**src/rtl/reg_access_ctrl_if.sv**
```systemverilog
// Host command/response channel plus register-block access bus of reg_access_ctrl.
//   host side : req_valid/req_ready/req_wr/req_addr/req_wdata,
//               resp_valid/resp_ready/resp_rdata/resp_err
//   bus side  : sel_en/wr_rd_s/addr/wr_data/rd_data/ack
//   debug     : timeout_cnt (8-bit saturating count of timed-out accesses)
// Modport master is the controller; modport slave is the host plus register block.
interface reg_access_ctrl_if #(
   parameter int NUM_OF_PORTS = 4,
   parameter int W_WIDTH      = 8
);
   localparam int AW = (NUM_OF_PORTS > 1) ? $clog2(NUM_OF_PORTS) : 1;

   logic               req_valid;
   logic               req_ready;
   logic               req_wr;
   logic [AW-1:0]      req_addr;
   logic [W_WIDTH-1:0] req_wdata;
   logic               resp_valid;
   logic               resp_ready;
   logic [W_WIDTH-1:0] resp_rdata;
   logic               resp_err;
   logic               sel_en;
   logic               wr_rd_s;
   logic [AW-1:0]      addr;
   logic [W_WIDTH-1:0] wr_data;
   logic [W_WIDTH-1:0] rd_data;
   logic               ack;
   logic [7:0]         timeout_cnt;

   modport master (
      input  req_valid, req_wr, req_addr, req_wdata, resp_ready, rd_data, ack,
      output req_ready, resp_valid, resp_rdata, resp_err,
      output sel_en, wr_rd_s, addr, wr_data, timeout_cnt
   );

   modport slave (
      output req_valid, req_wr, req_addr, req_wdata, resp_ready, rd_data, ack,
      input  req_ready, resp_valid, resp_rdata, resp_err,
      input  sel_en, wr_rd_s, addr, wr_data, timeout_cnt
   );
endinterface

```
**src/rtl/reg_access_ctrl.sv**
```systemverilog
// Bus master for the configuration register block. Takes one host request at a
// time, runs a single sel_en access, waits for ack or times out, and returns
// read data / error status on the response channel.
// Ports:
//   clk    rising-edge clock
//   rst_n  asynchronous active-low reset
//   bus    reg_access_ctrl_if.master (host request/response, register bus,
//          timeout_cnt debug counter)
//
// state    | meaning
// ---------+------------------------------------------------------------
// S_IDLE   | req_ready high, waiting for req_valid
// S_ACCESS | sel_en high, bus fields frozen, waiting for ack or timeout
// S_RESP   | resp_valid high, response held until resp_ready
module reg_access_ctrl #(
   parameter int NUM_OF_PORTS   = 4,
   parameter int W_WIDTH        = 8,
   parameter int TIMEOUT_CYCLES = 16
) (
   input  logic               clk,
   input  logic               rst_n,
   reg_access_ctrl_if.master  bus
);
   localparam int AW = (NUM_OF_PORTS > 1) ? $clog2(NUM_OF_PORTS) : 1;
   localparam int CW = $clog2(TIMEOUT_CYCLES);
   localparam logic [CW-1:0] WAIT_LAST = CW'(TIMEOUT_CYCLES - 1);

   localparam logic [1:0] S_IDLE   = 2'd0;
   localparam logic [1:0] S_ACCESS = 2'd1;
   localparam logic [1:0] S_RESP   = 2'd2;

   logic [1:0]         state;
   logic [CW-1:0]      wait_cnt;
   logic               wr_rd_s_q;
   logic [AW-1:0]      addr_q;
   logic [W_WIDTH-1:0] wr_data_q;
   logic [W_WIDTH-1:0] resp_rdata_q;
   logic               resp_err_q;
   logic [7:0]         timeout_cnt_q;

   always_ff @(posedge clk or negedge rst_n) begin
      if (!rst_n) begin
         state         <= S_IDLE;
         wait_cnt      <= '0;
         wr_rd_s_q     <= 1'b0;
         addr_q        <= '0;
         wr_data_q     <= '0;
         resp_rdata_q  <= '0;
         resp_err_q    <= 1'b0;
         timeout_cnt_q <= '0;
      end else begin
         case (state)
            S_IDLE: begin
               if (bus.req_valid) begin
                  wr_rd_s_q <= bus.req_wr;
                  addr_q    <= bus.req_addr;
                  wr_data_q <= bus.req_wdata;
                  wait_cnt  <= '0;
                  state     <= S_ACCESS;
               end
            end
            S_ACCESS: begin
               wait_cnt <= wait_cnt + 1'b1;
               // ack is checked first so a same-cycle ack beats the timeout
               if (bus.ack) begin
                  resp_rdata_q <= wr_rd_s_q ? '0 : bus.rd_data;
                  resp_err_q   <= 1'b0;
                  state        <= S_RESP;
               end else if (wait_cnt == WAIT_LAST) begin
                  resp_rdata_q <= '0;
                  resp_err_q   <= 1'b1;
                  if (timeout_cnt_q != 8'hFF) begin
                     timeout_cnt_q <= timeout_cnt_q + 8'd1;
                  end
                  state <= S_RESP;
               end
            end
            S_RESP: begin
               if (bus.resp_ready) begin
                  state <= S_IDLE;
               end
            end
            default: state <= S_IDLE;
         endcase
      end
   end

   // Handshake and select lines decode straight from the state register, so
   // an asynchronous reset drops sel_en without waiting for a clock edge.
   assign bus.req_ready   = (state == S_IDLE);
   assign bus.sel_en      = (state == S_ACCESS);
   assign bus.resp_valid  = (state == S_RESP);
   assign bus.wr_rd_s     = wr_rd_s_q;
   assign bus.addr        = addr_q;
   assign bus.wr_data     = wr_data_q;
   assign bus.resp_rdata  = resp_rdata_q;
   assign bus.resp_err    = resp_err_q;
   assign bus.timeout_cnt = timeout_cnt_q;

endmodule

```
**src/flat_wrapper.sv**
```systemverilog
// flat-port wrapper written by rule: the top's interface ports become plain ports
module reg_access_ctrl_flat 
#(
   parameter int NUM_OF_PORTS   = 4,
   parameter int W_WIDTH        = 8,
   parameter int TIMEOUT_CYCLES = 16
)
  (clk, rst_n, bus_req_valid, bus_req_wr, bus_req_addr, bus_req_wdata, bus_resp_ready, bus_rd_data, bus_ack, bus_req_ready, bus_resp_valid, bus_resp_rdata, bus_resp_err, bus_sel_en, bus_wr_rd_s, bus_addr, bus_wr_data, bus_timeout_cnt);
  reg_access_ctrl_if #(.NUM_OF_PORTS(NUM_OF_PORTS), .W_WIDTH(W_WIDTH)) bus_i ();
  input  logic clk;
  input  logic rst_n;
  input wire logic [$bits(bus_i.req_valid)-1:0] bus_req_valid;
  input wire logic [$bits(bus_i.req_wr)-1:0] bus_req_wr;
  input wire logic [$bits(bus_i.req_addr)-1:0] bus_req_addr;
  input wire logic [$bits(bus_i.req_wdata)-1:0] bus_req_wdata;
  input wire logic [$bits(bus_i.resp_ready)-1:0] bus_resp_ready;
  input wire logic [$bits(bus_i.rd_data)-1:0] bus_rd_data;
  input wire logic [$bits(bus_i.ack)-1:0] bus_ack;
  output wire logic [$bits(bus_i.req_ready)-1:0] bus_req_ready;
  output wire logic [$bits(bus_i.resp_valid)-1:0] bus_resp_valid;
  output wire logic [$bits(bus_i.resp_rdata)-1:0] bus_resp_rdata;
  output wire logic [$bits(bus_i.resp_err)-1:0] bus_resp_err;
  output wire logic [$bits(bus_i.sel_en)-1:0] bus_sel_en;
  output wire logic [$bits(bus_i.wr_rd_s)-1:0] bus_wr_rd_s;
  output wire logic [$bits(bus_i.addr)-1:0] bus_addr;
  output wire logic [$bits(bus_i.wr_data)-1:0] bus_wr_data;
  output wire logic [$bits(bus_i.timeout_cnt)-1:0] bus_timeout_cnt;
  assign bus_i.req_valid = bus_req_valid;
  assign bus_i.req_wr = bus_req_wr;
  assign bus_i.req_addr = bus_req_addr;
  assign bus_i.req_wdata = bus_req_wdata;
  assign bus_i.resp_ready = bus_resp_ready;
  assign bus_i.rd_data = bus_rd_data;
  assign bus_i.ack = bus_ack;
  assign bus_req_ready = bus_i.req_ready;
  assign bus_resp_valid = bus_i.resp_valid;
  assign bus_resp_rdata = bus_i.resp_rdata;
  assign bus_resp_err = bus_i.resp_err;
  assign bus_sel_en = bus_i.sel_en;
  assign bus_wr_rd_s = bus_i.wr_rd_s;
  assign bus_addr = bus_i.addr;
  assign bus_wr_data = bus_i.wr_data;
  assign bus_timeout_cnt = bus_i.timeout_cnt;
  reg_access_ctrl #(.NUM_OF_PORTS(NUM_OF_PORTS), .W_WIDTH(W_WIDTH), .TIMEOUT_CYCLES(TIMEOUT_CYCLES)) u_core (.clk(clk), .rst_n(rst_n), .bus(bus_i));
endmodule
```
**config.mk**
```make
export PLATFORM = sky130hd
export DESIGN_NAME = reg_access_ctrl_flat
export DESIGN_NICKNAME = d
export VERILOG_FILES = /design/src/rtl/reg_access_ctrl_if.sv /design/src/rtl/reg_access_ctrl.sv /design/src/flat_wrapper.sv
export SDC_FILE = /design/constraint.sdc
export NUM_CORES = 1
export LEC_CHECK = 0
export ABC_AREA = 1
export CORE_ASPECT_RATIO = 0.6
export CORE_MARGIN = 2
export CORE_UTILIZATION = 46
export CTS_BUF_LIST = sky130_fd_sc_hd__clkbuf_4 sky130_fd_sc_hd__clkbuf_8
export DETAILED_ROUTE_END_ITERATION = 6
export GPL_TIMING_DRIVEN = 0
export PLACE_DENSITY_LB_ADDON = 0.1
export SETUP_SLACK_MARGIN = 0.05
export SYNTH_ARGS = -nofsm -noshare
export SYNTH_HDL_FRONTEND = slang
export SYNTH_SLANG_ARGS = --single-unit
```
**constraint.sdc**
```tcl
create_clock -name clk -period 1.75 [get_ports clk]
set_clock_uncertainty 0.15 [all_clocks]
set_input_delay 0.2625 -clock clk [delete_from_list [all_inputs] [get_ports clk]]
set_output_delay 0.2625 -clock clk [all_outputs]
set_load 0.01 [all_outputs]
```
After elaboration in Yosys (flattened, before gate mapping). Cells that the tools add are included.

Register bits after elaboration: 34. Bits of input ports: 24. Logic and storage cells: 38.

Add/sub/neg operators: 2. Eq/ne operators: 7. Mux-type cells: 12. Bitwise logic cells: 1. Reductions and logical operators: 8.

Operator list (number): $mux W8 (3); $add A8 B1 Y8 const B (1); $mux W2 (4); $ne A8 B8 Y1 const B (1); $pmux W4 S2 (1); $pmux W2 S3 (1); $reduce_and A2 Y1 (3); $add A4 B1 Y4 const B (1); $eq A4 B4 Y1 const B (1); $mux W4 (1); $ne A2 B2 Y1 const B (2); $reduce_and A4 Y1 (1); $reduce_bool A2 Y1 (2); $ne A3 B2 Y1 const B (1); $reduce_and A3 Y1 (1); $eq A2 B1 Y1 const B (1); $eq A2 B2 Y1 const B (1); $logic_not A2 Y1 (1); $mux W1 (2); $not A1 Y1 (1).

Logic depth before layout (Yosys ltp). Gate-level depths: netlist (run 1).

Word-level depth: 4. Depth in mapped cells: 8.

Worst setup path after synthesis (run 1). Ideal clock, no wire load.

Path kind: flip-flop to flip-flop. Start point: reg u_core.timeout_cnt_q[0] (netlist: u_core.bus.timeout_cnt[0]). End point: reg u_core.timeout_cnt_q[2] (netlist: u_core.bus.timeout_cnt[2]). Setup time: 0.123 ns. Arrival time: 1.157 ns. Required time: 1.477 ns. Path slack: 0.320 ns. Cell stages (with the launch flop): 8. Path buffers: 0. Clock period less this slack: 1.430 ns. Cell sequence: dfrtp_1 ha_1 nand2_1 nor2_2 nand2_1 nand3_2 nand2_1 o21ai_1.

Word-level cells in the longest chain between the ends: 2. Elaborated cells between the ends (all ways): 3. Classes of those cells: add/sub: 1; eq/ne: 1; reduce/logical: 1.

Ends and longest elaborated chain: start: declaration (line reg_access_ctrl.sv:39) `logic [7:0] timeout_cnt_q;`; start signal: assignment (line reg_access_ctrl.sv:73) `timeout_cnt_q <= timeout_cnt_q + 8'd1;`; parallel branches: the longest is 2 deep, another holds $add A8 B1 Y8.

Parallel ways; which one is timed is not known. A chain may end at the register's enable or synchronous reset.

Worst setup path in the final report (run 1).
Start point: reg u_core.timeout_cnt_q[5] (netlist: u_core.bus.timeout_cnt[5]). End point: out bus_timeout_cnt[5].

RTL lines: end: declaration (line flat_wrapper.sv:27) `output wire logic [$bits(bus_i.timeout_cnt)-1:0] bus_timeout_cnt;`.

No word-level cell between the ends.

==> impl_metrics.ini, run 1 <==
[die]
die-area_sq_um = 3953
ios = 55
core_sq_um = 3283
die_w_um = 79.85
rows = 16
dieHeight_um = 49.51
start_util = 0.4836

[timing]
period_needed_ns = 1.666
tns_ns = 0
hold_ws_ns = 0.3228
rsz0062_at_grt = no
setup_violations = 0
slew_viol_final = 0
tightestPinTransition_ns = 0.7582
finalCritPeriodShare = 0.9518
worst_slack_ns = 0.08429
fmax_mhz = 600.3
timing.final.hold_violations = 0
max_slew_margin = 0.4946

[yosys]
synth_area_sq_um = 1588
post-synth-top-count-cell = nand2_1
syn-num-nets = 209
yosys_warnings = 0
synth_flop_cell = dfrtp_1
yosys-top-cells-count = nand2_1 (81), dfrtp_1 (34), nand3_1 (13)
yosysTopAreaCellShare = 0.5359
synth.area.top_cells = dfrtp_1 (54%), nand2_1 (19%), o21ai_2 (5.0%)
synth.largest_area_cell = dfrtp_1
synth_cell_types = 25
ys_seq_elements = 34
synth_area_per_cell_sq_um = 8.676
synth_edf_count = 0
syn_inst = 183
yosysSeqAreaShare = 0.5359
async_flop_share = 1.000

[flow_run]
drv_cap = 0

[cells_and_area]
nets = 277
n_antenna_cell = 0
num-fill-cells = 243
syn_to_final_growth_pct = 48.07
drive_gt1_frac = 0.1706
final_cells = 297

[route]
viasPerCell = 4.923
drt-initial-drc-count = 91
post-route-drc-count = 0
dr.pass1.iters = 4
wl_per_cell_um = 12.67
ant_nets = 0
route.vias.total = 1462
routed_wl_um = 3763

[worst_setup_path]
critPathSlowestCell = clkdlybuf4s50_1
critPathTopFamily = buffers and inverters
cp.required_ns = 1.34
r2r_start = u_core.bus.timeout_cnt[0]
path_buf_inv = 1
cp-start-kind = flip-flop
ff2ff_path_depth = 8
slowest_delay_ns = 0.56
worstPathArrival_ns = 1.25
r2r_end = u_core.bus.timeout_cnt[4]
cp-startpoint = u_core.bus.timeout_cnt[5]
cp-endpoint = bus_timeout_cnt[5]
critical_path_class = flip-flop to primary output
cp_num_cells = 1
worstPathCellList = clkdlybuf4s50_1
critPathCaptureType = primary output
rrSetupSlack_ns = 0.17
critical_path.max_fanout = 5

[pwr]
ir_drop_uv = 811.3
power.density_nw_per_um2 = 1281
leakage_nw = 1.114
power.total_mw = 3.013

[placement]
place_ws_ns = -0.1191
dp.cells = 282
portBuffers = 54
gp_congestion = 0.8299
dp.final_hpwl_um = 2707

[clock_network]
clockBufferDepth = 2
cts_tree = done
cts_made_buffers = 5
clk_latency_ns = 0.28
cts_root_buf = clkbuf_8
clkSinkCount = 34
cts.clk_slew.worst_paths_ns = 0.07
h-tree-depth = 2

[global_route]
gr-usage-all-layers = 0.1998
antenna_found_initial = 0
grt-ovfl-total = 0
grt_pass1_wl_um = 6106
grt_max_degree = 35
grt_pass1_vias = 1354

[outcome]
status = finished, final reports clean

[min_path]
hp-class = flip-flop to flip-flop
power breakdown:
part,total [mW],internal [mW],switching [mW],leakage [nW]
Clock,0.595,0.316,0.279,0.0472
Combinational,1.23,0.615,0.611,0.621
Sequential,1.19,1.02,0.170,0.445
worst min-delay path by stage:
stage,from,endpoint,slack (ns),cells after the start
final,u_core.bus.wr_data[2],u_core.bus.wr_data[2],0.32,2
after global routing,u_core.bus.wr_data[6],u_core.bus.wr_data[6],0.35,2
after CTS,u_core.bus.wr_data[2],u_core.bus.wr_data[2],0.33,2
after detailed placement,rst_n,u_core.bus.wr_data[2],0.22,1
after global placement,u_core.bus.wr_data[2],u_core.bus.wr_data[2],0.30,2
after floorplan,rst_n,u_core.bus.addr[0],-0.18,0
through the flow:
| stage | instance area, sq um | util |
|---|---|---|
| finish | 2351 | 0.7161 |
| global route | 2351 | 0.7161 |
| CTS | 2302 | 0.7012 |
| detailed placement | 2180 | 0.6639 |
| global placement | 2185 | 0.6654 |
| floorplan | 1588 | - |
state kept, by name (all words and copies together), names as in the netlist:
signal	count
u_core.bus.addr	2
u_core.bus.resp_err	1
u_core.bus.resp_rdata	8
u_core.bus.timeout_cnt	8
u_core.bus.wr_data	8
u_core.bus.wr_rd_s	1
u_core.state	2
u_core.wait_cnt	4
routing by layer:
layer	GRT usage	vias to the layer above	routed length (um)
li1	-	722	-
met1	0.2689	696	1675
met2	0.3137	40	1779
met3	0.07509	4	274
met4	0.03955	0	35
met5	0	-	0
final cells by class:
type                       instances  area [sq um]  area share
inverter                           9         33.78     0.01437
multi-input combinational        136         700.7      0.2980
clock inverter                     2         12.51    0.005322
timing repair buffer              61         585.6      0.2491
clock buffer                       6         82.58     0.03513
sequential                        34         852.1      0.3624
buffer                             4         27.53     0.01171
tap                               45         56.30     0.02395
layout by cell type (no fill, tap or decap), types with 2 or more instances in the layout:
cell              n
buf_2             2
buf_4             7
clkbuf_8          6
clkdlybuf4s50_1  50
dfrtp_1          33
ha_1              2
inv_1             5
inv_2             4
nand2_1          80
nand2_4           2
nand3_1          13
nand3b_1          2
nor2_1            6
nor2_4            3
o21ai_0           6
o21ai_2           9
xor2_1            3
kinds of logic (layout without fill, tap and decap cells):
logic type / count (synthesis) / in the layout / synth area share
buf+inv: 13 / 82 / 0.03703
fa+ha+maj: 2 / 2 / 0.01576
flops: 34 / 34 / 0.5359
simple gates: 111 / 111 / 0.3042
xor+xnor: 4 / 4 / 0.02207
compound gates: 19 / 19 / 0.08511
tightest hold or removal path, delay by kind of cell (launching register included):
| kind | cells | cell delay (ns) |
|---|---|---|
| AND/OR/NAND/NOR | 2 | 0.10 |
| flip-flops | 1 | 0.34 |
repair_timing:
item | CTS | global route
hold endpoints to repair | 34 | 0
pin swaps | 0 | 1
setup endpoints to repair | 4 | 10
setup buffers | 1 | 5
resized for setup | 9 | 6
hold buffers | 1 | 0
Power figures use the tool's default switching activity.
==> inputs of run 2 (changes only) <==
Settings changed: CAP_MARGIN set to 30, CORE_UTILIZATION 46 to 36.
==> run 2 against run 1 <==
Power shrank 1.5%. Sequential power is essentially flat. Via count shrank 2.7%. Cell area grew 0.43%. Hold slack lost 0.0018 ns. Combinational power is essentially flat. Final cell count grew 4.7%. Die area grew 26%. Sequential cell count is the same. Critical path depth grew 2. Largest power group unchanged.
==> impl_metrics.ini, run 2 (synthesized netlist as in run 1, its figures left out) <==
[timing]
period_needed_ns = 1.679
max_slew_margin = 0.5001
worst_slack_ns = 0.07140
rsz0062_at_grt = yes
setup_violations = 0
fmax_mhz = 595.7
slew_viol_final = 0
tightestPinTransition_ns = 0.7499
timing.final.hold_violations = 0
finalCritPeriodShare = 0.9592

[global_route]
grt_pass1_vias = 1234
grt_pass1_wl_um = 5982
antenna_found_initial = 0
gr-usage-all-layers = 0.1513
grt_max_degree = 35
grt-ovfl-total = 0

[clock_network]
clk_latency_ns = 0.28
cts_tree = done
cts_root_buf = clkbuf_8
clockBufferDepth = 2
clkSinkCount = 34
cts_made_buffers = 5
cts.clk_slew.worst_paths_ns = 0.07
h-tree-depth = 2

[die]
core_sq_um = 4167
die_w_um = 89.74
dieHeight_um = 55.44
start_util = 0.3811
rows = 18
die-area_sq_um = 4975
ios = 55

[min_path]
hp-class = flip-flop to flip-flop

[route]
routed_wl_um = 3658
ant_nets = 0
dr.pass1.iters = 4
viasPerCell = 4.572
post-route-drc-count = 0
drt-initial-drc-count = 69
wl_per_cell_um = 11.76
route.vias.total = 1422

[worst_setup_path]
worstPathCellList = nand2_2, inv_2, dlygate4sd2_1
r2r_start = u_core.wait_cnt[0]
cp-start-kind = flip-flop
slowest_delay_ns = 0.45
cp_num_cells = 3
critical_path_class = flip-flop to primary output
cp-startpoint = u_core.state[0]
path_buf_inv = 2
worstPathArrival_ns = 1.27
cp-endpoint = bus_sel_en
ff2ff_path_depth = 6
critical_path.max_fanout = 6
r2r_end = u_core.state[1]
critPathCaptureType = primary output
rrSetupSlack_ns = 0.17
cp.required_ns = 1.34
critPathTopFamily = flip-flops
critPathSlowestCell = dfrtp_2

[placement]
dp.final_hpwl_um = 2554
place_ws_ns = -0.1478
gp_congestion = 0.7452
portBuffers = 54

[cells_and_area]
drive_gt1_frac = 0.1713
nets = 277
syn_to_final_growth_pct = 48.70
n_antenna_cell = 0
final_cell_mix = nand2_1 (79), clkdlybuf4s50_1 (49), dfrtp_1 (32)
layout_commonest_cell = nand2_1

[flow_run]
drv_cap = 0

[pwr]
leakage_nw = 1.130
power.total_mw = 2.968
ir_drop_uv = 817.2
power.density_nw_per_um2 = 1257

[outcome]
status = finished, final reports clean
## run 2: worst min path at each step
stage,start,end,slack [ns],cells past startpoint
2_1_floorplan,rst_n,u_core.bus.addr[0],-0.18,0
3_3_place_gp,u_core.bus.wr_data[6],u_core.bus.wr_data[6],0.30,2
3_5_place_dp,rst_n,u_core.bus.wr_data[3],0.23,1
4_1_cts,u_core.bus.wr_data[0],u_core.bus.wr_data[0],0.33,2
5_1_grt,u_core.bus.wr_data[1],u_core.bus.wr_data[1],0.35,2
6_report,u_core.bus.wr_data[0],u_core.bus.wr_data[0],0.32,2
## run 2: through the flow
step,util,hold slack [ns],cell area [sq um],instances,setup TNS (ns)
2_1_floorplan,-,-0.1831,1588,183,0
3_3_place_gp,0.5288,0.3027,2203,297,-18.10
3_5_place_dp,0.5276,0.2299,2198,297,-0.6159
4_1_cts,0.5556,0.3285,2315,307,-0.007251
5_1_grt,0.5667,0.3463,2361,311,0
6_report,0.5667,0.3209,2361,311,0
## run 2: power by group
group / internal (mW) / switching, mW
clock: 0.305 / 0.261
sequential: 1.02 / 0.158
combinational: 0.613 / 0.610
## run 2: worst min-delay path, stage by stage, from the launching register on
cell and delay (ns):
dfrtp_1 0.34, nand2_1 0.05, nand2_1 0.05
## run 2: final cells by class
| type | instances | area (sq um) |
|---|---|---|
| fillers | 382 | 1805 |
| inverters | 9 | 33.78 |
| plain buffers | 4 | 31.28 |
| clock buffers | 7 | 83.83 |
| well taps | 60 | 75.07 |
| repair buffers | 61 | 585.6 |
| flip-flops and latches | 34 | 853.3 |
| multi-input cells | 136 | 698.2 |
## run 2: what timing repair did
item                                    4_1_cts  5_1_grt
cloned                                        0        0
endpoints found under the hold margin        34        0
gates resized for setup                      11        6
endpoints found under the setup margin        5       12
hold buffers                                  1        0
pin swaps                                     1        1
setup buffers                                 2        4
## run 2: layer usage
metal | share of wire | GRT usage | wire length, um
met3 | 0.064 | 0.05457 | 234
met5 | 0 | 0 | 0
met2 | 0.41 | 0.2067 | 1486
met4 | 0.011 | 0.05275 | 39
met1 | 0.52 | 0.2202 | 1897
